$ cat config.mk
export PLATFORM = sky130hd
export DESIGN_NAME = voice_allocator
export DESIGN_NICKNAME = d
export VERILOG_FILES = /design/src/rtl/voice_allocator.sv
export SDC_FILE = /design/constraint.sdc
export NUM_CORES = 1
export LEC_CHECK = 0
export CAP_MARGIN = 5
export CORE_MARGIN = 5
export CORE_UTILIZATION = 40
export DETAILED_ROUTE_END_ITERATION = 12
export PLACE_DENSITY = 0.59
export SYNTH_ARGS = -nofsm -noshare
export SYNTH_HDL_FRONTEND = slang
export SYNTH_SLANG_ARGS = --single-unit
$ cat constraint.sdc
create_clock -name CLK -period 5.8 [get_ports CLK]
set_input_delay 0.58 -clock CLK [delete_from_list [all_inputs] [get_ports CLK]]
set_output_delay 0.58 -clock CLK [all_outputs]
set_load 0.02 [all_outputs]
$ cat src/rtl/voice_allocator.sv
// Polyphonic voice allocator: assigns note-on/off events to VOICES slots,
// scanning one slot per cycle and stealing the oldest voice when all are busy.
module voice_allocator #(
  parameter int VOICES = 3,
  parameter int AGE_W  = 4
) (
  input  logic                CLK,
  input  logic                RESET,
  input  logic                EV_VALID,
  output logic                EV_READY,
  input  logic                EV_ON,
  input  logic [6:0]          EV_NOTE,
  input  logic                PANIC,
  output logic [8*VOICES-1:0] VOICE_NOTE,
  output logic [VOICES-1:0]   VOICE_GATE,
  output logic [VOICES-1:0]   VOICE_RETRIG,
  output logic [15:0]         STEAL_CNT
);

  localparam int               IDX_W    = $clog2(VOICES);
  localparam logic [IDX_W-1:0] LAST_IDX = IDX_W'(VOICES - 1);
  localparam logic [AGE_W-1:0] AGE_MAX  = {AGE_W{1'b1}};

  typedef enum logic [1:0] {IDLE, SCAN, COMMIT} state_t;

  state_t           state_q, state_d;
  logic             ev_ready_q, ev_ready_d;
  logic             ev_on_q, ev_on_d;
  logic [6:0]       ev_note_q, ev_note_d;
  logic [IDX_W-1:0] idx_q, idx_d;
  logic             match_vld_q, match_vld_d;
  logic [IDX_W-1:0] match_idx_q, match_idx_d;
  logic             free_vld_q, free_vld_d;
  logic [IDX_W-1:0] free_idx_q, free_idx_d;
  logic [IDX_W-1:0] old_idx_q, old_idx_d;
  logic [AGE_W-1:0] old_age_q, old_age_d;

  logic [6:0]       note_q [VOICES];
  logic [6:0]       note_d [VOICES];
  logic [AGE_W-1:0] age_q  [VOICES];
  logic [AGE_W-1:0] age_d  [VOICES];
  logic [VOICES-1:0] gate_q, gate_d;
  logic [VOICES-1:0] retrig_q, retrig_d;
  logic [15:0]       steal_cnt_q, steal_cnt_d;

  logic [IDX_W-1:0] tgt_idx;
  logic             steal;

  always_comb begin
    state_d     = state_q;
    ev_ready_d  = ev_ready_q;
    ev_on_d     = ev_on_q;
    ev_note_d   = ev_note_q;
    idx_d       = idx_q;
    match_vld_d = match_vld_q;
    match_idx_d = match_idx_q;
    free_vld_d  = free_vld_q;
    free_idx_d  = free_idx_q;
    old_idx_d   = old_idx_q;
    old_age_d   = old_age_q;
    note_d      = note_q;
    age_d       = age_q;
    gate_d      = gate_q;
    retrig_d    = '0;
    steal_cnt_d = steal_cnt_q;

    // Retrigger beats free slot, free slot beats stealing the oldest voice.
    tgt_idx = old_idx_q;
    steal   = 1'b0;
    if (match_vld_q) begin
      tgt_idx = match_idx_q;
    end else if (free_vld_q) begin
      tgt_idx = free_idx_q;
    end else begin
      steal = 1'b1;
    end

    if (PANIC) begin
      state_d    = IDLE;
      ev_ready_d = 1'b0;
      gate_d     = '0;
      for (int i = 0; i < VOICES; i++) begin
        age_d[i] = '0;
      end
    end else begin
      case (state_q)
        IDLE: begin
          ev_ready_d = 1'b1;
          if (EV_VALID && ev_ready_q) begin
            ev_ready_d  = 1'b0;
            ev_on_d     = EV_ON;
            ev_note_d   = EV_NOTE;
            idx_d       = '0;
            match_vld_d = 1'b0;
            match_idx_d = '0;
            free_vld_d  = 1'b0;
            free_idx_d  = '0;
            old_idx_d   = '0;
            old_age_d   = '0;
            state_d     = SCAN;
          end
        end
        SCAN: begin
          if (!match_vld_q && gate_q[idx_q] && (note_q[idx_q] == ev_note_q)) begin
            match_vld_d = 1'b1;
            match_idx_d = idx_q;
          end
          if (!free_vld_q && !gate_q[idx_q]) begin
            free_vld_d = 1'b1;
            free_idx_d = idx_q;
          end
          // Strict compare keeps the lowest index on age ties.
          if (age_q[idx_q] > old_age_q) begin
            old_idx_d = idx_q;
            old_age_d = age_q[idx_q];
          end
          if (idx_q == LAST_IDX) begin
            state_d = COMMIT;
          end else begin
            idx_d = idx_q + IDX_W'(1);
          end
        end
        COMMIT: begin
          state_d    = IDLE;
          ev_ready_d = 1'b1;
          if (ev_on_q) begin
            for (int i = 0; i < VOICES; i++) begin
              if (IDX_W'(i) == tgt_idx) begin
                note_d[i]   = ev_note_q;
                gate_d[i]   = 1'b1;
                age_d[i]    = '0;
                retrig_d[i] = 1'b1;
              end else if (gate_q[i] && (age_q[i] != AGE_MAX)) begin
                age_d[i] = age_q[i] + AGE_W'(1);
              end
            end
            if (steal && (steal_cnt_q != 16'hFFFF)) begin
              steal_cnt_d = steal_cnt_q + 16'd1;
            end
          end else if (match_vld_q) begin
            // Note and age stay put so the oscillator holds its pitch on release.
            gate_d[match_idx_q] = 1'b0;
          end
        end
        default: begin
          state_d = IDLE;
        end
      endcase
    end
  end

  always_ff @(posedge CLK or negedge RESET) begin
    if (!RESET) begin
      state_q     <= IDLE;
      ev_ready_q  <= 1'b0;
      ev_on_q     <= 1'b0;
      ev_note_q   <= '0;
      idx_q       <= '0;
      match_vld_q <= 1'b0;
      match_idx_q <= '0;
      free_vld_q  <= 1'b0;
      free_idx_q  <= '0;
      old_idx_q   <= '0;
      old_age_q   <= '0;
      gate_q      <= '0;
      retrig_q    <= '0;
      steal_cnt_q <= '0;
      for (int i = 0; i < VOICES; i++) begin
        note_q[i] <= '0;
        age_q[i]  <= '0;
      end
    end else begin
      state_q     <= state_d;
      ev_ready_q  <= ev_ready_d;
      ev_on_q     <= ev_on_d;
      ev_note_q   <= ev_note_d;
      idx_q       <= idx_d;
      match_vld_q <= match_vld_d;
      match_idx_q <= match_idx_d;
      free_vld_q  <= free_vld_d;
      free_idx_q  <= free_idx_d;
      old_idx_q   <= old_idx_d;
      old_age_q   <= old_age_d;
      gate_q      <= gate_d;
      retrig_q    <= retrig_d;
      steal_cnt_q <= steal_cnt_d;
      for (int i = 0; i < VOICES; i++) begin
        note_q[i] <= note_d[i];
        age_q[i]  <= age_d[i];
      end
    end
  end

  for (genvar gi = 0; gi < VOICES; gi++) begin : g_note_out
    assign VOICE_NOTE[8*gi +: 8] = {1'b0, note_q[gi]};
  end

  assign EV_READY     = ev_ready_q;
  assign VOICE_GATE   = gate_q;
  assign VOICE_RETRIG = retrig_q;
  assign STEAL_CNT    = steal_cnt_q;

endmodule

==> flow_summary.json, run 1 <==
{
  "synth_most_common_cell": "dfrtp_1",
  "met1_length_mm": 4.27,
  "grt_usage_pct": 15.2,
  "holdWs_ns": 0.389,
  "grt_setup_unrepaired": "false",
  "slew-limit-headroom_pct": 34.1,
  "routedWlPerCell_um": 16.1,
  "htree_levels": 3,
  "gp_congestion": 0.780,
  "viasPerCell": 5.24,
  "syn_area_per_cell_um2": 11.1,
  "initial_core_util_pct": 41.2,
  "fillCellCount": 917,
  "synth_compound_area_share_pct": 11.2,
  "cts_buffer_depth": 2,
  "clk_pin_slew_ns": 0.08,
  "grt_pass1_vias": 2976,
  "yosys.area_share.xor_xnor_pct": 3.87,
  "critPathMaxFanout": 21,
  "pwr-share-comb_pct": 12.2,
  "async_flop_share_pct": 100,
  "nNetsFinal": 444,
  "synth_area_leaders": "dfrtp_1, mux2_2, nand2_1",
  "dr_wl_met2_mm": 4.22,
  "core_um2": 9860,
  "crit_cells": 10,
  "antenna_cells": 0,
  "ys.flop_type": "dfrtp_1",
  "r2r-start": "idx_q[1]",
  "antenna_found_initial": 0,
  "grt-ovfl-total": 0,
  "clock-root-buffer": "clkbuf_8",
  "numPortBuffers": 55,
  "finalHoldViolations": 0,
  "place_inst": 545,
  "finalClockSkew_ns": 0.0124,
  "required_ns": 6.05,
  "yosysWarningCount": 0,
  "cp_slowest_cell": "dfrtp_1",
  "ys_ff_latch": 80,
  "finish.cell_count_without_fillers": 560,
  "internal_power_uw": 869,
  "final_area_um2": 4920,
  "insertion_delay_ns": 0.36,
  "cts_sinks": 80,
  "reg2reg_to": "old_idx_q[1]",
  "vias": 2933,
  "yosys.area_share.simple_pct": 14.7,
  "p_sw_share_pct": 28.4,
  "worst_setup_path_start_kind": "flop",
  "drc": 0,
  "tightestPinTransition_ns": 0.989,
  "crit_buf_inv": 0,
  "grt_pass1_wl_mm": 15.3,
  "synth.distinct_cells": 51,
  "synthCells": 368,
  "yosys.area.top_type_share_pct": 49.2,
  "synth_top_family_by_area": "multiplexers",
  "p_per_area_nw_per_um2": 247,
  "cts_hold_buf": 0,
  "ys_seq_area_share_pct": 49.2,
  "die_w_um": 111,
  "clock.fmax_mhz": 307,
  "die_h_um": 111,
  "cts_made_buffers": 9,
  "hold_class": "input port to async pin",
  "die_area_um2": 12300,
  "synth_mux_area_share_pct": 14.9,
  "ff2ff_path_depth": 10,
  "place_hpwl_mm": 6.38,
  "cpPeakStageDelay_ns": 0.97,
  "crit_type": "flop to flop",
  "cts_tree": "built",
  "p_leak_uw": 0.00221,
  "drive_above_1_share_pct": 16.2,
  "tns_ns": 0,
  "seqPwrFrac_pct": 53.1,
  "power.switching_uw": 345,
  "dr_wl_met3_um": 413,
  "cts_setup_buffers": 0,
  "fin_crit_ns": 3.25,
  "synth.largest_area_cell": "dfrtp_1",
  "synth_area_um2": 4070,
  "clock_power_share_pct": 34.8,
  "drv_slew": 0,
  "placed_area_um2": 4720,
  "syn_to_final_growth_pct": 20.9,
  "synth-edff-count": 0,
  "synth_fa_ha_area_share_pct": 2.77,
  "ir_worst_vdd_mv": 0.143,
  "ant_nets": 0,
  "grt_max_degree": 81,
  "outcome": "finished, final reports clean",
  "r2r_setup_slack_ns": 2.55,
  "drt-initial-drc-count": 90,
  "routed_wl_mm": 8.99,
  "cap_violations": 0,
  "crit_path_end_kind": "flop",
  "first_pass_iters": 4,
  "cts_resized": 0,
  "path_delay_family": "flip-flops",
  "top_layer_used": "met4",
  "period_share_pct": 56.1,
  "synth_common_cells": "dfrtp_1, nand2_1, mux2_2",
  "cp_data_arrival_time_ns": 3.50,
  "finalSetupViolations": 0,
  "crit_chain": "nor2b_1, nand2_1, o21ai_0, ha_1, nor2b_1, o21a_1, o21a_1, o21ai_0, a21oi_2, mux2_2",
  "rows": 36,
  "num_io_pins": 59
}
area by class of cell:
type / count / area (um2) / area share (%)
multi-input combinational: 259 / 1940 / 39.4
inverter: 18 / 67.6 / 1.37
clock buffer: 11 / 141 / 2.87
timing repair buffer: 55 / 548 / 11.1
sequential: 80 / 2000 / 40.7
tap: 133 / 166 / 3.38
clock inverter: 4 / 53.8 / 1.09
per-layer routing:
metal	track usage, %	vias to the layer above
met5	0	-
met4	4.68	0
met1	20.4	1457
met3	3.98	7
met2	24.2	56
li1	-	1413
stage by stage:
stage               power [uW]  setup WS [ns]  utilization, %
floorplan                  749           3.25               -
CTS                       1230           2.52            49.9
finish                    1210           2.55            49.9
global route              1280           2.23            49.9
global placement           801           2.73            47.9
detailed placement         805           2.53            47.9
cells in the final DEF (no fill, tap or decap), types with 3 or more instances in the layout:
cell type / n
nand2_1: 42
or4_1: 5
nor2_1: 16
nand3_1: 4
xor2_1: 8
conb_1: 3
xnor2_1: 10
clkdlybuf4s50_1: 54
nand2b_1: 3
o21a_1: 4
mux2i_1: 13
a31oi_1: 3
inv_1: 18
nor2b_1: 11
dfrtp_1: 80
clkbuf_8: 10
a22o_1: 3
nor3b_1: 4
a221oi_1: 5
ha_1: 9
a21oi_1: 5
nand4_1: 9
o21ai_0: 28
mux2_2: 39
and3_1: 3
power groups by stage:
stage	Clock [uW]	Sequential, uW	Combinational, uW
floorplan	0	625	123
global placement	0	654	147
detailed placement	0	656	149
CTS	435	644	150
global route	459	651	165
finish	422	644	148
worst max path at each step:
stage	start	endpoint
detailed placement	idx_q[1]	old_age_q[0]
finish	idx_q[1]	old_idx_q[1]
global route	idx_q[1]	old_idx_q[1]
global placement	idx_q[1]	old_idx_q[1]
CTS	idx_q[1]	old_idx_q[1]
floorplan	idx_q[1]	old_age_q[0]
kinds of logic (layout without fill, tap and decap cells):
group | Yosys count | in the layout
buf+inv | 31 | 88
fa+ha+maj | 9 | 9
other cells | 1 | 3
flops | 80 | 80
mux | 54 | 54
xor+xnor | 18 | 18
simple gates | 109 | 109
compound gates | 66 | 66
state kept, by name, indices dropped and copies added (netlist names):
name,flops
ev_on_q,1
age_q,12
EV_READY,1
old_idx_q,2
match_vld_q,1
STEAL_CNT,16
VOICE_NOTE,21
VOICE_RETRIG,3
free_vld_q,1
state_q,2
old_age_q,4
match_idx_q,2
VOICE_GATE,3
idx_q,2
ev_note_q,7
free_idx_q,2
Note: power is estimated with default switching activity, not from simulation.
==> inputs of run 2 (changes only) <==
- clock period: 5.8 -> 3.12 ns (I/O delays scaled with it)
==> run 2 against run 1 <==
Against the previous run:
- via count grew 0.27%
- final cell count is 0.54% higher
- core utilization rose by 0.14 points
- setup slack worse by 2.0 ns
- die area unchanged
==> flow_summary.json, run 2 (synthesis results as in run 1) <==
{
  "tns_ns": 0,
  "vias": 2941,
  "fillCellCount": 896,
  "outcome": "finished, final reports clean",
  "largest_reg_flops": 21,
  "finalPower_uw": 2240,
  "grt_usage_pct": 14.8,
  "drc": 0,
  "gp_congestion": 0.830,
  "tightestPinTransition_ns": 1.03,
  "critPathMaxFanout": 6,
  "place_hpwl_mm": 6.27,
  "final_cell_mix": "dfrtp_1, clkdlybuf4s50_1, nand2_1, mux2_2, o21ai_0",
  "cts_buffer_depth": 2,
  "grt_max_degree": 81,
  "rows": 36,
  "hold_class": "input port to async pin",
  "required_ns": 3.35,
  "slew-limit-headroom_pct": 31.1,
  "htree_levels": 3,
  "viasPerCell": 5.22,
  "die_h_um": 111,
  "cts_hold_buf": 0,
  "crit_type": "flop to flop",
  "antenna_cells": 0,
  "p_leak_uw": 0.00222,
  "cts_tree": "built",
  "nNetsFinal": 447,
  "cts_sinks": 80,
  "initial_core_util_pct": 41.2,
  "routed_wl_mm": 8.88,
  "r2r_setup_slack_ns": 0.57,
  "grt_pass1_vias": 2919,
  "ff2ff_path_depth": 10,
  "num_io_pins": 59,
  "holdWs_ns": 0.114,
  "numPortBuffers": 55,
  "core_um2": 9860,
  "cts_resized": 0,
  "finalHoldViolations": 0,
  "antenna_found_initial": 0,
  "insertion_delay_ns": 0.35,
  "period_share_pct": 81.7,
  "layout_commonest_cell": "dfrtp_1",
  "cts_made_buffers": 9,
  "drt-initial-drc-count": 91,
  "fin_crit_ns": 2.55,
  "cp_data_arrival_time_ns": 2.78,
  "clock-root-buffer": "clkbuf_8",
  "ir_worst_vdd_mv": 0.258,
  "die_area_um2": 12300,
  "clk_pin_slew_ns": 0.08,
  "grt-ovfl-total": 0,
  "routedWlPerCell_um": 15.8,
  "drv_slew": 0,
  "crit_path_end_kind": "flop",
  "finalSetupViolations": 0,
  "cts_setup_buffers": 0,
  "grt_setup_unrepaired": "false",
  "cap_violations": 0,
  "worst_setup_path_start_kind": "flop",
  "ant_nets": 0,
  "grt_pass1_wl_mm": 14.9,
  "syn_to_final_growth_pct": 21.2,
  "drive_above_1_share_pct": 16.7,
  "finalClockSkew_ns": 0.00918,
  "first_pass_iters": 5,
  "clock.fmax_mhz": 393,
  "die_w_um": 111,
  "p_per_area_nw_per_um2": 454
}
run 2: cell count changes in the layout (fill, tap and decap cells not counted), sizes merged:
cell    change
buf         +3
clkinv      +2
clkbuf      -1
inv         -1
run 2: power by group:
group	switching [uW]	total (uW)	internal [uW]
sequential	76.4	1160	1090
clock	378	744	366
combinational	178	330	152
run 2: path summary, 6_finish.rpt:
kind	startpoint	endpoint
max	idx_q[1]	old_idx_q[0]
min	RESET	STEAL_CNT[3]
max reg2reg	idx_q[1]	old_idx_q[0]
min reg2reg	STEAL_CNT[15]	STEAL_CNT[15]
max in group asynchronous	RESET	VOICE_RETRIG[1]
min in group CLK	STEAL_CNT[15]	STEAL_CNT[15]
run 2: per-layer routing:
layer | global-route usage (%) | part of all wire [%]
met2 | 22.0 | 44
met4 | 5.25 | 1.4
met1 | 20.7 | 49
met5 | 0 | 0
met3 | 3.88 | 5.1
run 2: layout make-up:
type / count / area [um2] / area share (%)
Sequential cell: 80 / 2000 / 40.6
Tap cell: 133 / 166 / 3.37
Inverter: 18 / 67.6 / 1.37
Timing Repair Buffer: 58 / 571 / 11.6
Clock inverter: 5 / 58.8 / 1.19
Clock buffer: 10 / 128 / 2.59
Multi-Input combinational cell: 259 / 1940 / 39.3
run 2: critical path, cell delays in order, from the launching register on:
cell and delay, ns:
dfrtp_1 0.48, nor2b_1 0.29, nand2_1 0.08, o21ai_0 0.15, ha_1 0.31, nor2b_1 0.13, o21a_1 0.16, o21a_1 0.16
o21ai_0 0.21, a21oi_2 0.16, mux2_2 0.30
run 2: metrics by stage:
stage          area (um2)  utilization, %  cells  setup slack, ns
4_1_cts              4930            50.0    563            0.596
3_5_place_dp         4750            48.1    548            0.611
6_report             4930            50.0    563            0.572
5_1_grt              4930            50.0    563            0.405
2_1_floorplan        4080               -    370            0.568
3_3_place_gp         4750            48.1    548            0.714
